**config.mk**
```make
export PLATFORM = sky130hd
export DESIGN_NAME = s1s2_phase_ctrl
export DESIGN_NICKNAME = d
export VERILOG_FILES = /design/src/rtl/s1s2_phase_ctrl_pkg.sv /design/src/rtl/s1s2_port_mux.sv /design/src/rtl/s1s2_phase_ctrl.sv
export SDC_FILE = /design/constraint.sdc
export NUM_CORES = 1
export LEC_CHECK = 0
export ABC_AREA = 1
export CORE_AREA = 2 2 69 71
export DETAILED_ROUTE_END_ITERATION = 10
export DIE_AREA = 0 0 71 73
export PLACE_DENSITY = 0.63
export SLEW_MARGIN = 20
export SYNTH_ARGS = -nofsm -noshare
export SYNTH_HDL_FRONTEND = slang
export SYNTH_HIERARCHICAL = 1
export SYNTH_SLANG_ARGS = --single-unit
```
**constraint.sdc**
```tcl
create_clock -name clk -period 2.2 [get_ports clk]
set_clock_uncertainty 0.15 [all_clocks]
set_input_delay 0.44 -clock clk [delete_from_list [all_inputs] [get_ports clk]]
set_output_delay 0.44 -clock clk [all_outputs]
set_load 0.1 [all_outputs]
```
**src/rtl/s1s2_phase_ctrl_pkg.sv**
```systemverilog
// Shared definitions for the S1S2 phase sequencer: state encoding, RAM port
// ownership and the default field/code size macros.
`ifndef S1S2_PHASE_CTRL_PKG_SV
`define S1S2_PHASE_CTRL_PKG_SV

`ifndef CLOG2
`define CLOG2(x) $clog2(x)
`endif
`ifndef M
`define M 8
`endif
`ifndef N
`define N 16
`endif

package s1s2_phase_ctrl_pkg;

  localparam logic [2:0] S_IDLE  = 3'd0;
  localparam logic [2:0] S_GEN   = 3'd1;
  localparam logic [2:0] S_DRAIN = 3'd2;
  localparam logic [2:0] S_CONS  = 3'd3;
  localparam logic [2:0] S_DONE  = 3'd4;

  typedef enum logic [1:0] {
    OWN_NONE = 2'd0,
    OWN_GEN  = 2'd1,
    OWN_CONS = 2'd2
  } owner_e;

  // The generator keeps the port through DRAIN so its registered writes land.
  function automatic owner_e ownerOf(input logic [2:0] st);
    case (st)
      S_GEN, S_DRAIN: return OWN_GEN;
      S_CONS:         return OWN_CONS;
      default:        return OWN_NONE;
    endcase
  endfunction

endpackage

`endif

```
**src/rtl/s1s2_port_mux.sv**
```systemverilog
// Registered arbiter for the single-port S1S2 RAM: forwards the owner's
// request one cycle later and parks the port when nobody owns it.
module s1s2_port_mux
  import s1s2_phase_ctrl_pkg::*;
#(
  parameter int DW = 2 * `M,
  parameter int AW = `CLOG2(2 * `N)
) (
  input  logic          clk,
  input  logic          rst_b,
  input  owner_e        i_owner,
  input  logic [DW-1:0] gen_dout,
  input  logic [AW-1:0] gen_addr,
  input  logic          gen_rw,
  input  logic [DW-1:0] cons_dout,
  input  logic [AW-1:0] cons_addr,
  input  logic          cons_rw,
  output logic [DW-1:0] mem_din,
  output logic [AW-1:0] mem_addr,
  output logic          mem_rw
);

  logic [DW-1:0] r_din;
  logic [AW-1:0] r_addr;
  logic          r_rw;

  // When parked, din is left alone so the data bus does not toggle needlessly.
  always_ff @(posedge clk) begin
    if (!rst_b) begin
      r_din  <= '0;
      r_addr <= '0;
      r_rw   <= 1'b0;
    end else begin
      case (i_owner)
        OWN_GEN: begin
          r_din  <= gen_dout;
          r_addr <= gen_addr;
          r_rw   <= gen_rw;
        end
        OWN_CONS: begin
          r_din  <= cons_dout;
          r_addr <= cons_addr;
          r_rw   <= cons_rw;
        end
        default: begin
          r_addr <= '0;
          r_rw   <= 1'b0;
        end
      endcase
    end
  end

  assign mem_din  = r_din;
  assign mem_addr = r_addr;
  assign mem_rw   = r_rw;

endmodule

```
**src/rtl/s1s2_phase_ctrl.sv**
```systemverilog
// S1S2 stage sequencer: generator phase, write-drain wait, consumer phase.
// Optional macro CYCLE_CNT_EN adds the cycle_cnt runtime output.
module s1s2_phase_ctrl
  import s1s2_phase_ctrl_pkg::*;
#(
  parameter int m     = `M,
  parameter int n     = `N,
  parameter int DRAIN = 2,
  parameter int AW    = `CLOG2(2 * n)
) (
  input  logic             clk,
  input  logic             rst_b,
  input  logic             start,
  output logic             finish,
  output logic             busy,
  output logic             gen_start,
  input  logic             gen_finish,
  input  logic [2*m-1:0]   gen_dout,
  input  logic [AW-1:0]    gen_addr,
  input  logic             gen_rw,
  output logic             cons_start,
  input  logic             cons_finish,
  input  logic [2*m-1:0]   cons_dout,
  input  logic [AW-1:0]    cons_addr,
  input  logic             cons_rw,
  output logic [2*m-1:0]   mem_din,
  output logic [AW-1:0]    mem_addr,
  output logic             mem_rw
`ifdef CYCLE_CNT_EN
  ,
  output logic [31:0]      cycle_cnt
`endif
);

  localparam int CW = (DRAIN > 1) ? $clog2(DRAIN) : 1;

  logic [2:0]    r_state;
  logic [CW-1:0] r_cnt;
  logic          r_gen_start;
  logic          r_cons_start;
  owner_e        w_owner;

  // Each state only listens to its own trigger, so stray or simultaneous
  // finish pulses from the inactive requester fall through harmlessly.
  always_ff @(posedge clk) begin
    if (!rst_b) begin
      r_state      <= S_IDLE;
      r_cnt        <= '0;
      r_gen_start  <= 1'b0;
      r_cons_start <= 1'b0;
    end else begin
      r_gen_start  <= 1'b0;
      r_cons_start <= 1'b0;
      case (r_state)
        S_IDLE: if (start) begin
          r_state     <= S_GEN;
          r_gen_start <= 1'b1;
        end
        S_GEN: if (gen_finish) begin
          if (DRAIN == 0) begin
            r_state      <= S_CONS;
            r_cons_start <= 1'b1;
          end else begin
            r_state <= S_DRAIN;
            r_cnt   <= CW'(DRAIN - 1);
          end
        end
        S_DRAIN: begin
          if (r_cnt == '0) begin
            r_state      <= S_CONS;
            r_cons_start <= 1'b1;
          end else begin
            r_cnt <= r_cnt - 1'b1;
          end
        end
        S_CONS: if (cons_finish) r_state <= S_DONE;
        S_DONE: r_state <= S_IDLE;
        default: r_state <= S_IDLE;
      endcase
    end
  end

  assign gen_start  = r_gen_start;
  assign cons_start = r_cons_start;
  assign finish     = (r_state == S_DONE);
  assign busy       = (r_state == S_GEN) || (r_state == S_DRAIN) || (r_state == S_CONS);
  assign w_owner    = ownerOf(r_state);

  s1s2_port_mux #(
    .DW (2 * m),
    .AW (AW)
  ) u_port_mux (
    .clk       (clk),
    .rst_b     (rst_b),
    .i_owner   (w_owner),
    .gen_dout  (gen_dout),
    .gen_addr  (gen_addr),
    .gen_rw    (gen_rw),
    .cons_dout (cons_dout),
    .cons_addr (cons_addr),
    .cons_rw   (cons_rw),
    .mem_din   (mem_din),
    .mem_addr  (mem_addr),
    .mem_rw    (mem_rw)
  );

`ifdef CYCLE_CNT_EN
  logic [31:0] r_cycle_cnt;

  // Counting through the DONE cycle makes the value equal start-to-finish latency.
  always_ff @(posedge clk) begin
    if (!rst_b) begin
      r_cycle_cnt <= '0;
    end else if (r_state == S_IDLE) begin
      if (start) r_cycle_cnt <= '0;
    end else begin
      r_cycle_cnt <= r_cycle_cnt + 32'd1;
    end
  end

  assign cycle_cnt = r_cycle_cnt;
`endif

endmodule

```
# Word-level counts from Yosys, hierarchy flattened
# Index checks and enable logic that the tools add are counted.
dict set report op_classes {
  addsub 1
  n_eq_ne 10
  mux 14
  n_reduce_logical 10
}
# cell count
set op_table {}
lappend op_table {{$pmux 16 s2} 1}
lappend op_table {{$mux 3} 4}
lappend op_table {{$pmux 3 s4} 1}
lappend op_table {{$pmux 5 s2} 1}
lappend op_table {{$ne 2x2->1 const B} 4}
lappend op_table {{$eq 3x2->1 const B} 2}
lappend op_table {{$reduce_and 2->1} 3}
lappend op_table {{$mux 1} 4}
lappend op_table {{$pmux 1 s2} 2}
lappend op_table {{$pmux 2 s2} 1}
lappend op_table {{$reduce_and 4->1} 1}
lappend op_table {{$reduce_bool 2->1} 2}
lappend op_table {{$eq 3x1->1 const B} 1}
lappend op_table {{$eq 3x3->1 const B} 1}
lappend op_table {{$logic_not 3->1} 1}
lappend op_table {{$eq 2x1->1 const B} 1}
lappend op_table {{$eq 2x2->1 const B} 1}
lappend op_table {{$logic_or 1x1->1} 2}
lappend op_table {{$reduce_or 2->1} 1}
lappend op_table {{$sub 1x1->1 const B} 1}
dict set report word_totals {
  ff_bits 28
  inputBits 49
  output_inout_bits 26
}

# Longest topological paths before layout
# Gate-level depths: netlist of the first run.
dict set report depth {
  depth_word 5
  ltp_mapped 12
}

# By module
# Netlist of the first run, hierarchy kept.
# module instances cells_each area_each_um2
set modules_own_cells {}
lappend modules_own_cells {s1s2_port_mux 1 151 979.7}
lappend modules_own_cells {s1s2_phase_ctrl 1 43 302.8}

# Least setup slack after synthesis of the first run
# OpenSTA, ideal clock, no wires.
dict set report synth_path {
  path_kind {reg-to-output}
  from {register r_state[2]}
  to {output finish}
  arrival_ns 2.495
  required_ns 1.610
  setup_slack_ns -0.885
  path_stages_with_launch 3
  path_cell_list {dfxtp_1 > inv_1 > nor3_1}
}
dict set report synth_via {
  elab_chain_len 1
}
# item line
set synth_lines {}
lappend synth_lines {{start: declaration} s1s2_phase_ctrl.sv:37} ;# logic [2:0] r_state;
lappend synth_lines {{start signal: assignment} s1s2_phase_ctrl.sv:47} ;# r_state <= S_IDLE;
lappend synth_lines {{start signal: assignment} s1s2_phase_ctrl.sv:56} ;# r_state <= S_GEN;
lappend synth_lines {{start signal: assignment} s1s2_phase_ctrl.sv:61} ;# r_state <= S_CONS;
lappend synth_lines {{$eq 3x3->1} s1s2_phase_ctrl.sv:85} ;# assign finish = (r_state == S_DONE);
lappend synth_lines {{end: declaration} s1s2_phase_ctrl.sv:14} ;# output logic finish,
# Every way passes these cells.

# Worst setup path after layout of the first run
dict set report layout_path {
  from {register r_state[0]}
  to {register u_port_mux.r_din[13], in the netlist u_port_mux/mem_din[13]}
}
dict set report layout_via {
  elab_chain_len 5
  word_cells_on_any_way 9
  classes_between {eq/ne: 5; mux: 2; reduce/logical: 2}
}
# item line
set layout_lines {}
lappend layout_lines {{$eq 3x1->1 or $eq 3x2->1 (tied branches)} s1s2_phase_ctrl_pkg.sv:32} ;# case (st)
lappend layout_lines {{$reduce_or 2->1} s1s2_phase_ctrl_pkg.sv:32}
lappend layout_lines {{$pmux 2 s2 *} s1s2_phase_ctrl_pkg.sv:32}
lappend layout_lines {{via w_owner[0]} s1s2_phase_ctrl.sv:41} ;# owner_e w_owner;
lappend layout_lines {{$eq 2x2->1 or $eq 2x1->1 (tied branches)} s1s2_port_mux.sv:34} ;# case (i_owner)
lappend layout_lines {{$pmux 16 s2 or $reduce_bool 2->1 (tied branches)} -}
lappend layout_lines {{end signal: assignment} s1s2_port_mux.sv:36} ;# r_din <= gen_dout;
lappend layout_lines {{end signal: assignment} s1s2_port_mux.sv:41} ;# r_din <= cons_dout;
lappend layout_lines {{end: declaration} s1s2_port_mux.sv:23} ;# logic [DW-1:0] r_din;
# The timed path passes the listed nets; every way through them passes the cells marked *.
# A chain may end at the register's enable or synchronous reset.

==> results of run 1 <==
[cells in the mapped netlist (all sizes together)]
library cell,n,area (um2)
o21ai,1,5.00
nand3,4,30.0
inv,14,52.6
nand2,118,448
ha,2,25.0
nor3,3,15.0
nor4,1,12.5
buf,5,41.3
o211ai,1,7.51
a21oi,7,35.0
nor2,9,43.8
dfxtp,28,561
a31oi,1,6.26
[path summary, 6_finish.rpt]
check                              from                      to  slack (ns)  cells past startpoint
hold / removal    u_port_mux/mem_din[2]   u_port_mux/mem_din[2]        0.31                      2
setup / recovery             r_state[0]  u_port_mux/mem_din[13]        0.31                     10
setup reg to reg             r_state[0]  u_port_mux/mem_din[13]        0.31                     10
hold reg to reg   u_port_mux/mem_din[2]   u_port_mux/mem_din[2]        0.31                      2
[report_power, final]
group | internal (mW) | switching (mW)
clock network | 0.160 | 0.153
logic | 0.365 | 1.14
registers | 0.627 | 0.0701
[layer usage]
| layer | share of wire (%) | up-vias | track usage (%) |
|---|---|---|---|
| met3 | 6.8 | 4 | 3.31 |
| met2 | 46 | 40 | 21.4 |
| met1 | 46 | 581 | 18.5 |
| met5 | 0 | - | 0 |
| li1 | - | 737 | - |
| met4 | 1.0 | 0 | 3.14 |
[worst max-delay path, delay by kind of cell, from the launching register on]
| family | cells | cell delay (ns) |
|---|---|---|
| buf+inv | 3 | 0.33 |
| flops | 1 | 0.41 |
| fa+ha+maj | 1 | 0.33 |
| simple gates | 6 | 0.62 |
[flip-flops by register name, summed over array words and instances (netlist names)]
signal / count
cons_start: 1
gen_start: 1
r_cnt: 1
r_state: 3
u_port_mux/mem_addr: 5
u_port_mux/mem_din: 16
u_port_mux/mem_rw: 1
[layout make-up]
type / instances / area (um2) / area share [%]
Clock buffer: 4 / 55.1 / 2.63
Inverter: 14 / 52.6 / 2.51
Multi-Input combinational cell: 147 / 636 / 30.3
Sequential cell: 28 / 561 / 26.8
Tap cell: 54 / 67.6 / 3.23
Timing Repair Buffer: 77 / 723 / 34.5
[kinds of logic (layout without fill, tap and decap cells)]
family | after synthesis | in the layout | share of synthesized area (%)
AO/OA/AOI/OAI | 10 | 10 | 4.19
adder cells (fa/ha/maj) | 2 | 2 | 1.95
buffers and inverters | 19 | 95 | 7.32
flip-flops | 28 | 28 | 43.7
AND/OR/NAND/NOR | 135 | 135 | 42.8
[per-stage QoR]
step                      instance area [um2]  power (mW)  cells  TNS (ns)
final                                    2090        2.51    324         0
after floorplan                          1290        1.85    194   -0.0450
after CTS                                2090        2.55    324         0
after global routing                     2090        2.66    324         0
after global placement                   2040        2.22    320         0
after detailed placement                 2040        2.23    320         0
[layout by cell type (no fill, tap or decap), types with 2 or more instances in the layout]
cell             netlist  layout
nand2_1              116     116
clkdlybuf4s50_1        0      48
dfxtp_1               28      28
buf_4                  4      27
inv_1                 12      12
a21oi_1                7       7
nor2_1                 7       6
clkbuf_8               0       4
nor2_2                 1       2
nand3_1                2       2
nand2_2                2       2
nand3_2                2       2
nor3_1                 3       2
buf_12                 0       2
inv_2                  2       2
ha_1                   2       2
==> results.cfg, run 1 <==
[place]
gp_congestion = 0.889
io_buffers = 74
dpl_worst_slack_ns = 0.311
dp_hpwl_um = 2570

[synth]
syn_area_um2 = 1280
avgSynthCellArea_um2 = 6.61
synth-seq-cells = 28
synth_cell_types = 19
ys_seq_area_share_pct = 43.7
postSynthCellCount = 194
synth_nets = 245
synth_warnings = 6

[die]
core_area_um2 = 4540
initial_utilization_pct = 28.3
die-height_um = 73
dieArea_um2 = 5180
die-width_um = 71
io_pins = 75
rows = 25

[setup_path]
critPathCaptureType = register
max_stage_delay_ns = 0.41
critPathLaunchType = register
cp_data_required_time_ns = 2.27
path_class = reg -> reg
cp_max_fo = 16
arrival_ns = 1.96
critical-path-slowest-cell = dfxtp_1
crit_path_cell_trace = inv_1, nor2_1, nand2_1, nand2_1, inv_1, ha_1, nor2_4, buf_4, nand2_1, nand2_1
cp_common_cell = nand2_1

[timing]
fin_crit_ns = 1.89
relSlewSlack_pct = 81.3
min_period_over_period_pct = 86.0
setup_slack_ns = 0.308
worstMarginPinSlew_ns = 0.280
slew_violations = 0
max_freq_ghz = 0.529
setup_viol = 0
hold_viol = 0
timing.hold.ws_ns = 0.306
rsz0062_at_grt = no

[detailed_routing]
ant_nets = 0
drc_errors = 0
dr.pass1.iters = 4
vias = 1362
dr.first_iter.drc_count = 67
wire_per_inst_um = 10.3
totalWireLength_um = 3330
avgViaCountPerCell = 4.20

[grt]
grt_pass1_vias = 1221
grt_overflow_total = 0
grt_pass1_wl_um = 5620
antenna_found_initial = 0
grt_util_all_layers_pct = 13.5
grt_max_degree = 17

[finish]
final_core_util_pct = 46.2
n_fill_cell = 471
n_antenna_cell = 0
drive_above_1_share_pct = 16.3
synthToLayoutAreaGrowth_pct = 63.3
nNetsFinal = 322

[cts]
numClockSinks = 28
cts_buffer_depth = 2
postCtsHoldBufs = 0
worst_skew_pair.late_latency_ns = 0.27
cts_buffers = 3
h-tree-depth = 1
postCtsSetupBuffers = 0
ctsResizeCount = 0
clkSlewWorstSetupHoldPaths_ns = 0.09
clock-root-buffer = clkbuf_8
cts_tree = yes

[min_path]
min_path_type = reg -> reg

[outcome]
run_status = complete, no violations

[job]
drv_cap = 0

[power]
ir_worst_vdd_mv = 0.547
p_per_area_nw_per_um2 = 1200
p_leak_nw = 1.02
No activity file was read; power rests on OpenSTA's default activity.
==> inputs of run 2 (changes only) <==
- SLEW_MARGIN: 20 -> not set
- clock period: 2.2 -> 1.8 ns (I/O delays scaled with it)
==> results.cfg, run 2 (same netlist as run 1, synthesis figures left out) <==
[outcome]
run_status = complete, no violations

[finish]
final_common_cell = nand2_1
largest_reg_flops = 16
n_fill_cell = 422
synthToLayoutAreaGrowth_pct = 93.7
nNetsFinal = 328
n_antenna_cell = 0
final_core_util_pct = 54.8
final_cell_mix = nand2_1, clkdlybuf4s50_1, buf_12
drive_above_1_share_pct = 21.0

[place]
dp_hpwl_um = 2730
io_buffers = 74
dpl_worst_slack_ns = 0.0235
gp_congestion = 0.769

[setup_path]
critPathLaunchType = register
max_stage_delay_ns = 0.37
path_class = reg -> out
critical-path-slowest-cell = dfxtp_2
cp_data_required_time_ns = 1.29
cp_max_fo = 4
critPathCaptureType = output port
arrival_ns = 1.20
crit_path_cell_trace = buf_4, inv_1, nor3_4, buf_12

[grt]
met2_usage_pct = 22.4
grt_overflow_total = 0
grt_max_degree = 17
antenna_found_initial = 0
grt_pass1_wl_um = 5720
grt_use_met3_pct = 3.73
top_usage_layer = met2
grt_pass1_vias = 1277
grt_util_all_layers_pct = 13.8
met1_usage_pct = 17.8

[cts]
postCtsSetupBuffers = 0
numClockSinks = 28
cts_tree = yes
cts_buffer_depth = 2
clkSlewWorstSetupHoldPaths_ns = 0.09
clock-root-buffer = clkbuf_8
cts_buffers = 3
h-tree-depth = 1
worst_skew_pair.late_latency_ns = 0.27

[timing]
setup_viol = 0
relSlewSlack_pct = 82.2
max_freq_ghz = 0.586
timing.hold.ws_ns = 0.336
min_period_over_period_pct = 94.7
slew_violations = 0
tns_ns = 0
worstMarginPinSlew_ns = 0.266
hold_viol = 0
setup_slack_ns = 0.0947
rsz0062_at_grt = no
fin_crit_ns = 1.71

[detailed_routing]
dr.pass1.iters = 4
ant_nets = 0
totalWireLength_um = 3630
drc_errors = 0
avgViaCountPerCell = 4.17
vias = 1375
wire_per_inst_um = 11.0
dr.first_iter.drc_count = 80

[power]
pwr-share-clk_pct = 10.7
ir_worst_vdd_mv = 0.594
p_int_mw = 1.80
seqPwrFrac_pct = 25.8
total_power_mw = 3.58
pwr-share-comb_pct = 63.6
switchingPower_mw = 1.79
p_per_area_nw_per_um2 = 1440
swShare_pct = 49.9
p_leak_nw = 1.12

[die]
core_area_um2 = 4540
io_pins = 75
die-width_um = 71
initial_utilization_pct = 28.3
dieArea_um2 = 5180
rows = 25
die-height_um = 73

[min_path]
min_path_type = reg -> reg

[job]
drv_cap = 0
[run 2: cell types whose count changed in the layout (fill, tap and decap cells not counted), sizes merged]
cell  previous run  this run
buf             29        35
[run 2: repair_timing]
action | CTS | global route
hold endpoints to repair | 0 | 0
gates resized for setup | 2 | 14
endpoints found under the setup margin | 13 | 24
hold buffers | 0 | 0
gates cloned | 0 | 1
pin swaps | 0 | 1
[run 2: cell type report]
class	instances	area, um2	area share [%]
clock buffers	4	55.1	2.22
inverters	14	57.6	2.32
multi-input cells	147	663	26.7
flip-flops and latches	28	564	22.7
well taps	54	67.6	2.72
repair buffers	83	1080	43.3
[run 2: worst max-delay path: cells and delay by family (launching register included)]
kind | cells | cell delay, ns
buf+inv | 3 | 0.40
simple gates | 1 | 0.16
flops | 1 | 0.37
[run 2: final timing paths]
path | cells past startpoint | slack (ns) | startpoint | to
worst min-delay path | 1 | 0.34 | r_cnt | cons_start
worst max register to register | 9 | 0.13 | r_state[0] | u_port_mux/mem_din[7]
worst min register to register | 1 | 0.34 | r_cnt | cons_start
worst max-delay path | 4 | 0.09 | r_state[2] | finish
[run 2: metrics by stage]
| step | std cells | area, um2 |
|---|---|---|
| after floorplan | 194 | 1290 |
| after global placement | 325 | 2380 |
| after detailed placement | 325 | 2380 |
| after CTS | 329 | 2440 |
| after global routing | 330 | 2480 |
| final | 330 | 2480 |
[run 2: metal layers]
metal / vias up / share of wire [%]
met5: - / 0
met4: 0 / 0.39
met3: 2 / 7.3
met2: 42 / 48
met1: 578 / 45
li1: 753 / -
[run 2: power groups by stage]
stage	Sequential, mW	Clock, mW	Combinational [mW]
CTS	0.917	0.400	2.24
finish	0.923	0.383	2.28
global placement	0.930	0	2.21
global route	0.941	0.428	2.39
detailed placement	0.930	0	2.22
floorplan	1.77	0	0.489
